$ cat config.mk
export PLATFORM = sky130hd
export DESIGN_NAME = alu_req_driver
export DESIGN_NICKNAME = d
export VERILOG_FILES = /design/src/rtl/alu_req_driver.sv
export SDC_FILE = /design/constraint.sdc
export NUM_CORES = 1
export LEC_CHECK = 0
export ABC_CLOCK_PERIOD_IN_PS = 2800
export BUFFER_PORTS_ARGS = -buffer_cell sky130_fd_sc_hd__buf_2
export CAP_MARGIN = 20
export CORE_AREA = 2 2 120 122
export CTS_CLUSTER_DIAMETER = 30
export DETAILED_ROUTE_END_ITERATION = 8
export DIE_AREA = 0 0 122 124
export RECOVER_POWER = 50
export SLEW_MARGIN = 20
export SYNTH_ARGS = -nofsm -noshare
export SYNTH_HDL_FRONTEND = slang
export SYNTH_SLANG_ARGS = --single-unit
$ cat constraint.sdc
create_clock -name clk -period 2.8 [get_ports clk]
set_input_delay 0.28 -clock clk [delete_from_list [all_inputs] [get_ports clk]]
set_output_delay 0.28 -clock clk [all_outputs]
set_load 0.1 [all_outputs]
$ cat src/rtl/alu_req_driver.sv
// Initiator for an 8-bit combinational ALU: command FIFO, settle window,
// qualified capture and a tagged valid/ready response with an op counter.
module alu_req_driver #(
  parameter int FIFO_DEPTH    = 4,
  parameter int SETTLE_CYCLES = 1,
  parameter int TAG_W         = 4
) (
  input  logic                          clk,
  input  logic                          rst_n,
  input  logic                          cmd_valid,
  output logic                          cmd_ready,
  input  logic [7:0]                    cmd_a,
  input  logic [7:0]                    cmd_b,
  input  logic [3:0]                    cmd_sel,
  input  logic [TAG_W-1:0]              cmd_tag,
  output logic [7:0]                    alu_a,
  output logic [7:0]                    alu_b,
  output logic [3:0]                    alu_sel,
  input  logic [7:0]                    alu_out,
  input  logic                          alu_carry,
  output logic                          rsp_valid,
  input  logic                          rsp_ready,
  output logic [7:0]                    rsp_result,
  output logic                          rsp_carry,
  output logic                          rsp_zero,
  output logic                          rsp_div0,
  output logic [TAG_W-1:0]              rsp_tag,
  output logic                          busy,
  output logic [$clog2(FIFO_DEPTH):0]   fifo_count,
  output logic [15:0]                   ops_done
);

  localparam int AW = $clog2(FIFO_DEPTH);
  localparam int CW = AW + 1;
  localparam int SW = (SETTLE_CYCLES > 1) ? $clog2(SETTLE_CYCLES) : 1;
  localparam logic [CW-1:0] FULL  = CW'(FIFO_DEPTH);
  localparam logic [SW-1:0] SLAST = SW'(SETTLE_CYCLES - 1);

  typedef enum logic [1:0] {
    S_IDLE,
    S_DRIVE,
    S_RESP
  } state_t;

  state_t r_state;
  state_t w_next;

  logic [7:0]       r_mem_a   [FIFO_DEPTH];
  logic [7:0]       r_mem_b   [FIFO_DEPTH];
  logic [3:0]       r_mem_sel [FIFO_DEPTH];
  logic [TAG_W-1:0] r_mem_tag [FIFO_DEPTH];

  logic [AW-1:0]    r_wr_ptr;
  logic [AW-1:0]    r_rd_ptr;
  logic [CW-1:0]    r_count;
  logic [SW-1:0]    r_settle;
  logic [TAG_W-1:0] r_tag;
  logic [7:0]       r_alu_a;
  logic [7:0]       r_alu_b;
  logic [3:0]       r_alu_sel;
  logic [7:0]       r_result;
  logic             r_carry;
  logic             r_zero;
  logic             r_div0;
  logic [TAG_W-1:0] r_rsp_tag;
  logic [15:0]      r_ops_done;

  logic             w_push;
  logic             w_pop;
  logic             w_last;
  logic             w_rsp_hs;
  logic             w_div0;
  logic [7:0]       w_result;

  assign cmd_ready  = (r_count != FULL);
  assign w_push     = cmd_valid & cmd_ready;
  assign w_pop      = (r_state == S_IDLE) & (r_count != '0);
  assign w_last     = (r_state == S_DRIVE) & (r_settle == SLAST);
  assign w_rsp_hs   = (r_state == S_RESP) & rsp_ready;

  // Division by zero never trusts the ALU; result is saturated instead.
  assign w_div0     = (r_alu_sel == 4'b0011) & (r_alu_b == 8'h00);
  assign w_result   = w_div0 ? 8'hFF : alu_out;

  assign alu_a      = r_alu_a;
  assign alu_b      = r_alu_b;
  assign alu_sel    = r_alu_sel;
  assign rsp_valid  = (r_state == S_RESP);
  assign rsp_result = r_result;
  assign rsp_carry  = r_carry;
  assign rsp_zero   = r_zero;
  assign rsp_div0   = r_div0;
  assign rsp_tag    = r_rsp_tag;
  assign busy       = (r_state != S_IDLE) | (r_count != '0);
  assign fifo_count = r_count;
  assign ops_done   = r_ops_done;

  always_comb begin
    w_next = r_state;
    unique case (r_state)
      S_IDLE:  if (w_pop)     w_next = S_DRIVE;
      S_DRIVE: if (w_last)    w_next = S_RESP;
      S_RESP:  if (rsp_ready) w_next = S_IDLE;
      default: w_next = S_IDLE;
    endcase
  end

  always_ff @(posedge clk) begin
    if (!rst_n) r_state <= S_IDLE;
    else        r_state <= w_next;
  end

  always_ff @(posedge clk) begin
    if (w_push) begin
      r_mem_a[r_wr_ptr]   <= cmd_a;
      r_mem_b[r_wr_ptr]   <= cmd_b;
      r_mem_sel[r_wr_ptr] <= cmd_sel;
      r_mem_tag[r_wr_ptr] <= cmd_tag;
    end
  end

  always_ff @(posedge clk) begin
    if (!rst_n) begin
      r_wr_ptr <= '0;
      r_rd_ptr <= '0;
      r_count  <= '0;
    end else begin
      if (w_push) r_wr_ptr <= r_wr_ptr + 1'b1;
      if (w_pop)  r_rd_ptr <= r_rd_ptr + 1'b1;
      if (w_push && !w_pop)      r_count <= r_count + 1'b1;
      else if (!w_push && w_pop) r_count <= r_count - 1'b1;
    end
  end

  always_ff @(posedge clk) begin
    if (!rst_n) begin
      r_alu_a   <= '0;
      r_alu_b   <= '0;
      r_alu_sel <= '0;
      r_tag     <= '0;
      r_settle  <= '0;
    end else if (w_pop) begin
      r_alu_a   <= r_mem_a[r_rd_ptr];
      r_alu_b   <= r_mem_b[r_rd_ptr];
      r_alu_sel <= r_mem_sel[r_rd_ptr];
      r_tag     <= r_mem_tag[r_rd_ptr];
      r_settle  <= '0;
    end else if (r_state == S_DRIVE && !w_last) begin
      r_settle  <= r_settle + 1'b1;
    end
  end

  always_ff @(posedge clk) begin
    if (!rst_n) begin
      r_result  <= '0;
      r_carry   <= 1'b0;
      r_zero    <= 1'b0;
      r_div0    <= 1'b0;
      r_rsp_tag <= '0;
    end else if (w_last) begin
      r_result  <= w_result;
      r_carry   <= (r_alu_sel == 4'b0000) & alu_carry;
      r_zero    <= (w_result == 8'h00);
      r_div0    <= w_div0;
      r_rsp_tag <= r_tag;
    end
  end

  always_ff @(posedge clk) begin
    if (!rst_n)        r_ops_done <= '0;
    else if (w_rsp_hs) r_ops_done <= r_ops_done + 16'd1;
  end

endmodule

; Word-level counts from Yosys, hierarchy flattened
; Memory sizes are Yosys's and may differ from the RTL's. A register that Yosys moved wholly into a read port is not among the register bits.
; Index checks and enable logic that the tools add are counted.
[word_totals]
mem_bits_ro = 0
output_inout_bits = 57
ramBits = 96
input_bits = 37
latchBits = 0
wordCells = 65
n_memories = 4
ff_bits = 41
[classes]
muxes = 9
bitwise_logic = 9
n_lt_le_gt_ge = 0
reduce_logical = 19
shift = 0
mul = 0
div = 0
eq_ne = 7
n_addsub = 6
[mem_list]
columns = name, depth, width, read_ports, rd_clocked_by_memory_dff, wr, line_no
row1 = r_mem_a, 4, 8, 1, 1, 1, 48  ; logic [7:0] r_mem_a [FIFO_DEPTH];
row2 = r_mem_b, 4, 8, 1, 1, 1, 49  ; logic [7:0] r_mem_b [FIFO_DEPTH];
row3 = r_mem_sel, 4, 4, 1, 1, 1, 50  ; logic [3:0] r_mem_sel [FIFO_DEPTH];
row4 = r_mem_tag, 4, 4, 1, 1, 1, 51  ; logic [TAG_W-1:0] r_mem_tag [FIFO_DEPTH];
[ops]
columns = op, n
row1 = "adder 16 x 1 -> 16 bit, second input constant", 1
row2 = logical NOT 8 bit, 2
row3 = 2-to-1 mux 8 bit, 1
row4 = logical NOT 1 bit, 7
row5 = bitwise AND 1 bit, 6
row6 = 2-to-1 mux 2 bit, 3
row7 = 2-to-1 mux 3 bit, 2
row8 = case mux 2 bit (3 select lines), 1
row9 = "adder 2 x 1 -> 2 bit, second input constant", 2
row10 = "equality test 4 x 2 -> 1 bit, second input constant", 1
row11 = logical NOT 4 bit, 1
row12 = "!= test 2 bit, second input constant", 2
row13 = nonzero test 2 bit, 2
row14 = "adder 3 x 1 -> 3 bit, second input constant", 1
row15 = logical AND 1 bit, 3
row16 = "!= test 3 bit, second input constant", 1
row17 = AND reduction 3 bit, 1
row18 = nonzero test 3 bit, 1
row19 = "subtractor 3 x 1 -> 3 bit, second input constant", 1
row20 = "equality test 2 x 1 -> 1 bit, second input constant", 1
row21 = "equality test 2 bit, second input constant", 1
row22 = logical NOT 2 bit, 1
row23 = 2-to-1 mux 1 bit, 2
row24 = "!= test 2 x 1 -> 1 bit, second input constant", 1
row25 = other kinds (4), 5

; Longest topological paths before layout
; Gate-level depths: netlist of run 1.
[depth]
word_depth = 6
mapped_depth = 10
ltp_nobuf = 9

; Worst setup path after synthesis of run 1
; OpenSTA, ideal clock, no wires.
[synth_path]
path_kind = register to register
startpoint = register r_count[0] (netlist: fifo_count[0])
endpoint = register r_count[2] (netlist: fifo_count[2])
slack_ns = -0.325
synth_period_minus_slack_ns = 3.125
t_required_ns = 2.730
setup_ns = 0.070
stages_incl_launch_ff = 11
path_buffers = 1
arrival_time_ns = 3.055
cell_sequence = dfxtp_1 > nor3_1 > nor3_2 > clkinv_1 > clkbuf_1 > ha_1 > inv_1 > fa_1 > xor2_1 > or3_1 > a21oi_1
[synth_via]
elab_chain_len = 5
word_cells_on_any_way = 13
cone_classes = add/sub: 2 / eq/ne: 1 / mux: 2 / bitwise: 2 / reduce/logical: 6
[synth_lines]
columns = element, line_no
row1 = from (decl), 55  ; logic [CW-1:0] r_count;
row2 = from (signal assigned), 130  ; if (w_push && !w_pop) r_count <= r_count + 1'b1;
row3 = from (signal assigned), 131  ; else if (!w_push && w_pop) r_count <= r_count - 1'b1;
row4 = "parallel branches: the longest is 5 deep, another holds subtractor 3 x 1 -> 3 bit", n/a
; Parallel ways; which one is timed is not known. The select of a mux whose other input is x is not followed.
; A chain may end at the register's enable or synchronous reset.

; Worst setup path after layout of run 1
[layout_path]
startpoint = register r_count[0] (netlist: fifo_count[0])
endpoint = register r_count[2] (netlist: fifo_count[2])
[layout_via]
elab_chain_len = 5
word_cells_on_any_way = 13
cone_classes = add/sub: 2 / eq/ne: 1 / mux: 2 / bitwise: 2 / reduce/logical: 6
[layout_lines]
columns = element, line_no
row1 = != test 3 bit (*), 75  ; assign cmd_ready = (r_count != FULL);
row2 = bitwise AND 1 bit (*), 76  ; assign w_push = cmd_valid & cmd_ready;
row3 = named net w_push, 68  ; logic w_push;
row4 = logical NOT 1 bit, 131
row5 = logical AND 1 bit, 131
row6 = nonzero test 2 bit (no line), n/a
; The timed path passes the listed nets; every way through them passes the cells marked *. The select of a mux whose other input is x is not followed.

==> impl_metrics.toml, run 1 <==
[clock_tree]
path_clk_slew_ns = 0.06
cts_inserted_buffers = 17
cts_tree = "built"
clock-sinks = 161
cts_resized = 0
cts_max_level = 4
clockRootBuffer = "clkbuf_16"
post_cts_buffers = 0
clockBufferDepth = 2
cts_hold_buf = 0
clk_latency_ns = 0.41

[yosys]
ys_seq_area_frac = 0.690
syn_area_per_cell_um2 = 14.2
yosys_warnings = 0
synth_cells = 426
yosys_register_bits = 161
synth_edf_count = 96
synthArstFlopShare = 0
ys.flop_type = "edfxtp_1"
syn_area_um2 = 6060
synth_fp_nets = 470
synth_cell_types = 41

[timing]
post-route-period-util = 0.814
fin_skew_ns = 0.00719
final-hold-violation-count = 0
rsz0062_at_grt = "no"
fin_crit_ns = 2.28
worst_slack_ns = 0.520
setup-tns-final_ns = 0
maxSlewViolCount = 0
setup_viol = 0
fmaxAchievable_mhz = 439
maxSlewHeadroom = 0.105
worst-slew-pin-transition_ns = 1.34

[worst_setup_path]
cp_slowest_cell = "dfxtp_2"
path_cells = "nor2_1 > a21boi_1 > clkbuf_1 > ha_1 > inv_1 > fa_1 > xor2_1 > or3_1 > a21oi_1"
start_kind = "flop"
slowest_delay_ns = 0.39
crit_fanout = 7
cp_top_family = "adder cells"
end_kind = "flop"
critical_path_class = "flop to flop"
cp.required_ns = 3.13
worstPathArrival_ns = 2.61
path_buf_inv = 2
r2r_setup_slack_ns = 0.52

[finish]
finalNonFillerCells = 722
multi_input_area_um2 = 1780
fillers = 1224
final_nets = 573
layout_commonest_cell = "edfxtp_1"
diodes = 0
final_cell_mix = "96 x edfxtp_1, 77 x clkbuf_1, 69 x nand2_1"
ff_latch_area_um2 = 4190
syn_to_final_growth_pct = 18.7
drive_gt1_frac = 0.179
fin_area_um2 = 7200

[place]
dp_hpwl_mm = 7.71
port_buffers = 93
gp_congestion = 0.831
dp.cells = 690
placedInstanceArea_um2 = 6770
dp_slack_ns = 0.634

[floorplan]
start_util = 0.442
rows = 43
dieArea_um2 = 15100
coreArea_um2 = 13700
ios = 94
die_h_um = 124
die_width_um = 122

[drt]
drt_iter0_drc = 208
routed_wl_mm = 12.3
wl_per_cell_um = 17.0
routed_via_density = 5.17
ant_nets = 0
firstDrtPassIters = 4
route.vias.total = 3734
drc_errors = 0

[outcome]
status = "completed"

[grt]
grt_max_degree = 54
overflow = 0
antenna_found_initial = 0
grt_pass1_wl_mm = 19.0
grt_pass1_vias = 3640
track_usage = 0.170

[power_and_ir_drop]
max-vdd-ir-drop_uv = 442
p_leak_nw = 2.43
p_per_area_nw_per_um2 = 1140

[run]
drv_cap = 0

[worst_hold_path]
hp-class = "input port to flop"
## cells in the mapped netlist, types with 2 or more instances
library cell / n / area [µm²]
dfxtp_1: 65 / 1300
xor2_1: 6 / 52.6
nand3b_1: 2 / 15.0
mux2i_1: 3 / 30.0
nand3_1: 9 / 45.0
nor3_1: 3 / 15.0
nand2b_1: 3 / 18.8
nand2_1: 69 / 259
o221a_2: 8 / 90.1
mux4_2: 24 / 541
nor2_1: 20 / 75.1
edfxtp_1: 96 / 2880
buf_2: 3 / 15.0
a21oi_1: 37 / 185
inv_1: 4 / 15.0
and2_1: 4 / 25.0
nor4_1: 9 / 56.3
o21ai_0: 5 / 25.0
clkbuf_1: 13 / 48.8
or3_1: 6 / 37.5
ha_1: 6 / 75.1
nand4_1: 4 / 25.0
buf_1: 2 / 7.51
xnor2_1: 8 / 70.1
## per-layer routing
metal  share of wire  global-route usage  vias to the layer above
met1            0.43               0.206                     1844
met4           0.011              0.0718                        0
met3           0.050              0.0467                       12
li1                -                   -                     1792
met5               0                   0                        -
met2            0.50               0.286                       86
## worst paths after layout
check	start	end	cells after the start
min	alu_out[5]	rsp_zero	2
min reg2reg	rsp_tag[3]	rsp_tag[3]	2
max	fifo_count[0]	fifo_count[2]	9
max reg2reg	fifo_count[0]	fifo_count[2]	9
## report_power, final
| part | leakage [nW] | internal [mW] | total (mW) | switching (mW) |
|---|---|---|---|---|
| Combinational | 0.766 | 0.677 | 3.01 | 2.34 |
| Sequential | 1.41 | 2.90 | 3.14 | 0.243 |
| Clock | 0.254 | 1.23 | 2.07 | 0.837 |
## through the flow
| stage | hold slack (ns) | total power, mW | util |
|---|---|---|---|
| detailed placement | 0.448 | 6.31 | 0.494 |
| global placement | 0.441 | 6.26 | 0.494 |
| CTS | 0.0507 | 8.39 | 0.532 |
| finish | 0.0753 | 8.22 | 0.524 |
| floorplan | 0.379 | 5.64 | - |
| global route | 0.0661 | 8.60 | 0.524 |
## flip-flops by register name (all words and copies together), names as in the netlist, 3 cells and up
register / cells
alu_a: 8
alu_b: 8
alu_sel: 4
fifo_count: 3
ops_done: 16
r_mem_a: 32
r_mem_b: 32
r_mem_sel: 16
r_mem_tag: 16
r_tag: 4
rsp_result: 8
rsp_tag: 4
## cell type report
class | count | share of cell area
inverters | 6 | 0.00313
flip-flops and latches | 161 | 0.582
well taps | 180 | 0.0313
clock buffers | 24 | 0.0642
clock inverters | 8 | 0.00887
repair buffers | 103 | 0.0631
multi-input cells | 240 | 0.247
## kinds of logic after synthesis
family / after synthesis / share of synthesized area
flip-flops: 161 / 0.690
AND/OR/NAND/NOR: 136 / 0.105
XOR/XNOR: 14 / 0.0202
multiplexers: 27 / 0.0941
buffers and inverters: 25 / 0.0167
AO/OA/AOI/OAI: 56 / 0.0580
adder cells (fa/ha/maj): 7 / 0.0157
Power figures use the tool's default switching activity.
==> run 2: changes to the inputs <==
ABC_AREA = 1   (was unset)
ABC_CLOCK_PERIOD_IN_PS = 2340   (was 2800)
CORE_AREA = 2 2 122 124   (was 2 2 120 122)
DIE_AREA = 0 0 124 126   (was 0 0 122 124)
clock period = 2.34 ns   (was 2.8 ns; I/O delays follow)
==> impl_metrics.toml, run 2 <==
[floorplan]
die_width_um = 124
start_util = 0.444
die_h_um = 126
dieArea_um2 = 15600
rows = 44
coreArea_um2 = 14300
ios = 94

[yosys]
yosysTopAreaCellShare = 0.453
ys_seq_area_frac = 0.658
ys.flop_type = "edfxtp_1"
synth_commonest_cells = "135 x nor2_1, 96 x edfxtp_1, 86 x o21ai_0"
synth_cells = 605
synth_edf_count = 96
syn_area_per_cell_um2 = 10.5
yosys_register_bits = 161
yosysTopAreaCell = "edfxtp_1"
yosys_warnings = 0
synth_cell_types = 35
synthTopCellsByArea = "edfxtp_1 45%, dfxtp_1 20%, nor2_1 8.0%"
synthArstFlopShare = 0
synth_fp_nets = 649
yosysMostFrequentCell = "nor2_1"
syn_area_um2 = 6360

[drt]
route.vias.total = 4475
drt_iter0_drc = 328
wl_per_cell_um = 15.4
routed_via_density = 5.00
ant_nets = 0
routed_wl_mm = 13.8
firstDrtPassIters = 5
drc_errors = 0

[worst_setup_path]
path_buf_inv = 3
path_common_cell = "inv_1"
start_kind = "flop"
worstPathArrival_ns = 2.27
critical_path_class = "flop to flop"
cp_top_family = "adder cells"
cp.required_ns = 2.64
r2r_end = "fifo_count[2]"
r2r_setup_slack_ns = 0.37
r2r_start = "fifo_count[1]"
reg2reg_depth = 11
crit_fanout = 9
cp.depth = 11
cp_slowest_cell = "fa_1"
setup.worst_path.end = "fifo_count[2]"
startpoint = "fifo_count[1]"
slowest_delay_ns = 0.38
end_kind = "flop"
path_cells = "inv_1 > nand3_4 > nand2_2 > inv_1 > ha_1 > inv_1 > fa_1 > a21oi_1 > o21ai_0 > o21ai_0 > a21oi_1"

[clock_tree]
clk_latency_ns = 0.42
cts_hold_buf = 0
clock-sinks = 161
cts_max_level = 4
path_clk_slew_ns = 0.06
post_cts_buffers = 0
clockRootBuffer = "clkbuf_16"
cts_tree = "built"
clockBufferDepth = 2
cts_resized = 0
cts_inserted_buffers = 17

[power_and_ir_drop]
p_per_area_nw_per_um2 = 1430
p_leak_nw = 2.91
max-vdd-ir-drop_uv = 1070

[finish]
layout_commonest_cell = "nor2_1"
drive_gt1_frac = 0.149
syn_to_final_growth_pct = 19.1
top_regs = "r_mem_a (32), r_mem_b (32)"
fillers = 1249
diodes = 0
final_nets = 742
ff_latch_area_um2 = 4190
final_cell_mix = "136 x nor2_1, 96 x edfxtp_1, 89 x o21ai_0"
multi_input_area_um2 = 1810

[place]
dp_slack_ns = 0.415
gp_congestion = 0.748
port_buffers = 93
dp_hpwl_mm = 8.41

[timing]
fin_skew_ns = 0.00691
rsz0062_at_grt = "no"
hold_ws_ns = 0.0431
worst_slack_ns = 0.372
setup_viol = 0
setup-tns-final_ns = 0
maxSlewHeadroom = 0.188
fmaxAchievable_mhz = 508
post-route-period-util = 0.841
final-hold-violation-count = 0
worst-slew-pin-transition_ns = 1.22
fin_crit_ns = 1.97
maxSlewViolCount = 0

[grt]
antenna_found_initial = 0
grt-busiest-layer = "met2"
met2_usage = 0.303
grt_max_degree = 50
overflow = 0
grt_pass1_vias = 4391
track_usage = 0.185
grt_pass1_wl_mm = 21.7
met1_usage = 0.229
met3_usage = 0.0643

[worst_hold_path]
hp-class = "input port to flop"

[outcome]
status = "completed"

[run]
drv_cap = 0
## run 2: stage by stage
stage                     instances  power (mW)  utilization  instance area, µm²
after floorplan                 605        7.06            -                6400
after global routing            895        11.4        0.529                7580
after CTS                       895        11.0        0.538                7700
final                           895        10.8        0.529                7580
after global placement          863        7.77        0.491                7030
after detailed placement        863        7.83        0.491                7030
## run 2: where the power goes
| part | internal (mW) | leakage (nW) | total (mW) | switching, mW |
|---|---|---|---|---|
| Combinational | 0.731 | 1.18 | 3.93 | 3.20 |
| Sequential | 3.49 | 1.41 | 3.74 | 0.254 |
| Clock | 2.03 | 0.316 | 3.13 | 1.10 |
## run 2: cell families after synthesis
logic type      share of synthesized area
simple gates                        0.143
xor+xnor                          0.00275
flops                               0.658
buf+inv                            0.0525
fa+ha+maj                          0.0150
compound gates                      0.129
## run 2: worst min-delay path: stages
cell and delay, ns:
buf_2 0.09, o21bai_1 0.07, inv_1 0.04
## run 2: per-layer routing
metal  part of all wire  vias up
met4             0.0075        0
met1               0.45     2087
met3              0.066        8
met2               0.48      122
met5                  0        -
li1                   -     2258
## run 2: worst min path at each step
stage	from	to	cells past startpoint
global placement	cmd_a[7]	r_mem_a[2][7]	1
detailed placement	cmd_a[3]	r_mem_a[1][3]	1
global route	alu_out[5]	rsp_result[5]	3
floorplan	cmd_a[0]	r_mem_a[0][0]	0
CTS	cmd_a[6]	r_mem_a[2][6]	1
finish	alu_out[2]	rsp_result[2]	3
## run 2: final cells by class
class / instances / area share
flip-flops and latches: 161 / 0.553
multi-input cells: 367 / 0.239
repair buffers: 103 / 0.0647
clock buffers: 19 / 0.0585
clock inverters: 13 / 0.0307
well taps: 184 / 0.0304
inverters: 48 / 0.0238
==> run 3: changes to the inputs <==
ABC_CLOCK_PERIOD_IN_PS = 2000   (was 2340)
clock period = 2 ns   (was 2.34 ns; I/O delays follow)
==> impl_metrics.toml, run 3 (same netlist as run 2, synthesis figures left out) <==
[outcome]
status = "completed"

[worst_setup_path]
crit_fanout = 4
path_cells = "inv_1 > nand3_1 > nand3_1 > ha_4 > inv_2 > fa_2 > a21oi_1 > o21ai_1 > o21ai_1 > a21oi_1"
worstPathArrival_ns = 2.08
cp.required_ns = 2.31
end_kind = "flop"
start_kind = "flop"
cp_slowest_cell = "dfxtp_4"
critical_path_class = "flop to flop"
r2r_start = "fifo_count[2]"
startpoint = "fifo_count[2]"
slowest_delay_ns = 0.34

[drt]
routed_wl_mm = 13.8
top_layer_used = "met4"
wl_met1_mm = 6.13
drt_iter0_drc = 259
drc_errors = 0
wl_met2_mm = 6.72
wl_per_cell_um = 15.0
dr_wl_met3_um = 706
routed_via_density = 4.97
firstDrtPassIters = 4
ant_nets = 0
route.vias.total = 4575

[finish]
syn_to_final_growth_pct = 23.2
final_cell_mix = "134 x nor2_1, 96 x edfxtp_1, 84 x o21ai_0"
drive_gt1_frac = 0.193
final_util = 0.547
fillers = 1269
top_regs = "r_mem_a (32), r_mem_b (32)"
diodes = 0
fin_area_um2 = 7830
layout_commonest_cell = "nor2_1"
final_nets = 767

[clock_tree]
clock-sinks = 161
post_cts_buffers = 0
clockBufferDepth = 2
cts_tree = "built"
clockRootBuffer = "clkbuf_16"
clk_latency_ns = 0.42
path_clk_slew_ns = 0.06
cts_max_level = 4
cts_inserted_buffers = 17

[grt]
grt_pass1_wl_mm = 21.5
track_usage = 0.182
antenna_found_initial = 0
overflow = 0
grt_max_degree = 50
grt_pass1_vias = 4432

[power_and_ir_drop]
max-vdd-ir-drop_uv = 855
p_leak_nw = 3.09
p_per_area_nw_per_um2 = 1580

[timing]
hold_ws_ns = 0.00946
setup_viol = 0
maxSlewHeadroom = 0.494
fin_skew_ns = 0.00789
worst-slew-pin-transition_ns = 0.758
post-route-period-util = 0.884
final-hold-violation-count = 0
fin_crit_ns = 1.77
rsz0062_at_grt = "no"
fmaxAchievable_mhz = 566
maxSlewViolCount = 0

[place]
port_buffers = 93
gp_congestion = 0.748
placedInstanceArea_um2 = 7070
dp_hpwl_mm = 8.64

[floorplan]
start_util = 0.444
die_width_um = 124
ios = 94
die_h_um = 126
rows = 44
dieArea_um2 = 15600
coreArea_um2 = 14300

[worst_hold_path]
min_from = "alu_out[5]"
hp-class = "input port to flop"

[run]
drv_cap = 0
## run 3: final cells by class
type / instances / area [µm²] / area share
clock buffer: 17 / 425 / 0.0543
clock inverter: 15 / 185 / 0.0236
inverter: 48 / 180 / 0.0230
multi-input combinational: 367 / 1830 / 0.234
sequential: 161 / 4200 / 0.536
tap: 184 / 230 / 0.0294
timing repair buffer: 128 / 781 / 0.0997
## run 3: path summary, 6_finish.rpt
| path | slack, ns | end | cells after the start |
|---|---|---|---|
| max | 0.23 | fifo_count[2] | 10 |
| min reg2reg | 0.48 | r_settle | 2 |
| max reg2reg | 0.23 | fifo_count[2] | 10 |
| min | 0.009 | rsp_result[5] | 3 |
## run 3: metrics by stage
| step | setup slack (ns) | total power [mW] | std cells | setup TNS [ns] |
|---|---|---|---|---|
| 2_1_floorplan | -0.123 | 8.31 | 605 | -11.98 |
| 3_3_place_gp | 0.320 | 9.16 | 864 | 0 |
| 3_5_place_dp | 0.296 | 9.24 | 864 | 0 |
| 4_1_cts | 0.212 | 12.6 | 919 | 0 |
| 5_1_grt | 0.0954 | 13.1 | 920 | 0 |
| 6_report | 0.233 | 12.4 | 920 | 0 |
## run 3: power by group
group / internal, mW / switching [mW]
logic: 0.973 / 3.72
registers: 4.09 / 0.351
clock network: 1.97 / 1.30
## run 3: metal layers
layer | up-vias | track usage
met1 | 2123 | 0.223
met4 | 0 | 0.0687
li1 | 2326 | -
met2 | 111 | 0.307
met3 | 15 | 0.0471
met5 | - | 0
## run 3: worst max-delay path: cells and delay by family (launching register included)
kind                     cells  cell delay (ns)
AND/OR/NAND/NOR              2             0.30
AO/OA/AOI/OAI                4             0.40
buffers and inverters        2             0.12
flip-flops                   1             0.34
adder cells (fa/ha/maj)      2             0.50
## run 3: repair_timing
action                                 in CTS  in global routing
endpoints found under the hold margin      86                  1
setup endpoints to repair                   0                  0
hold buffers                               23                  1
resized for setup                           0                  0
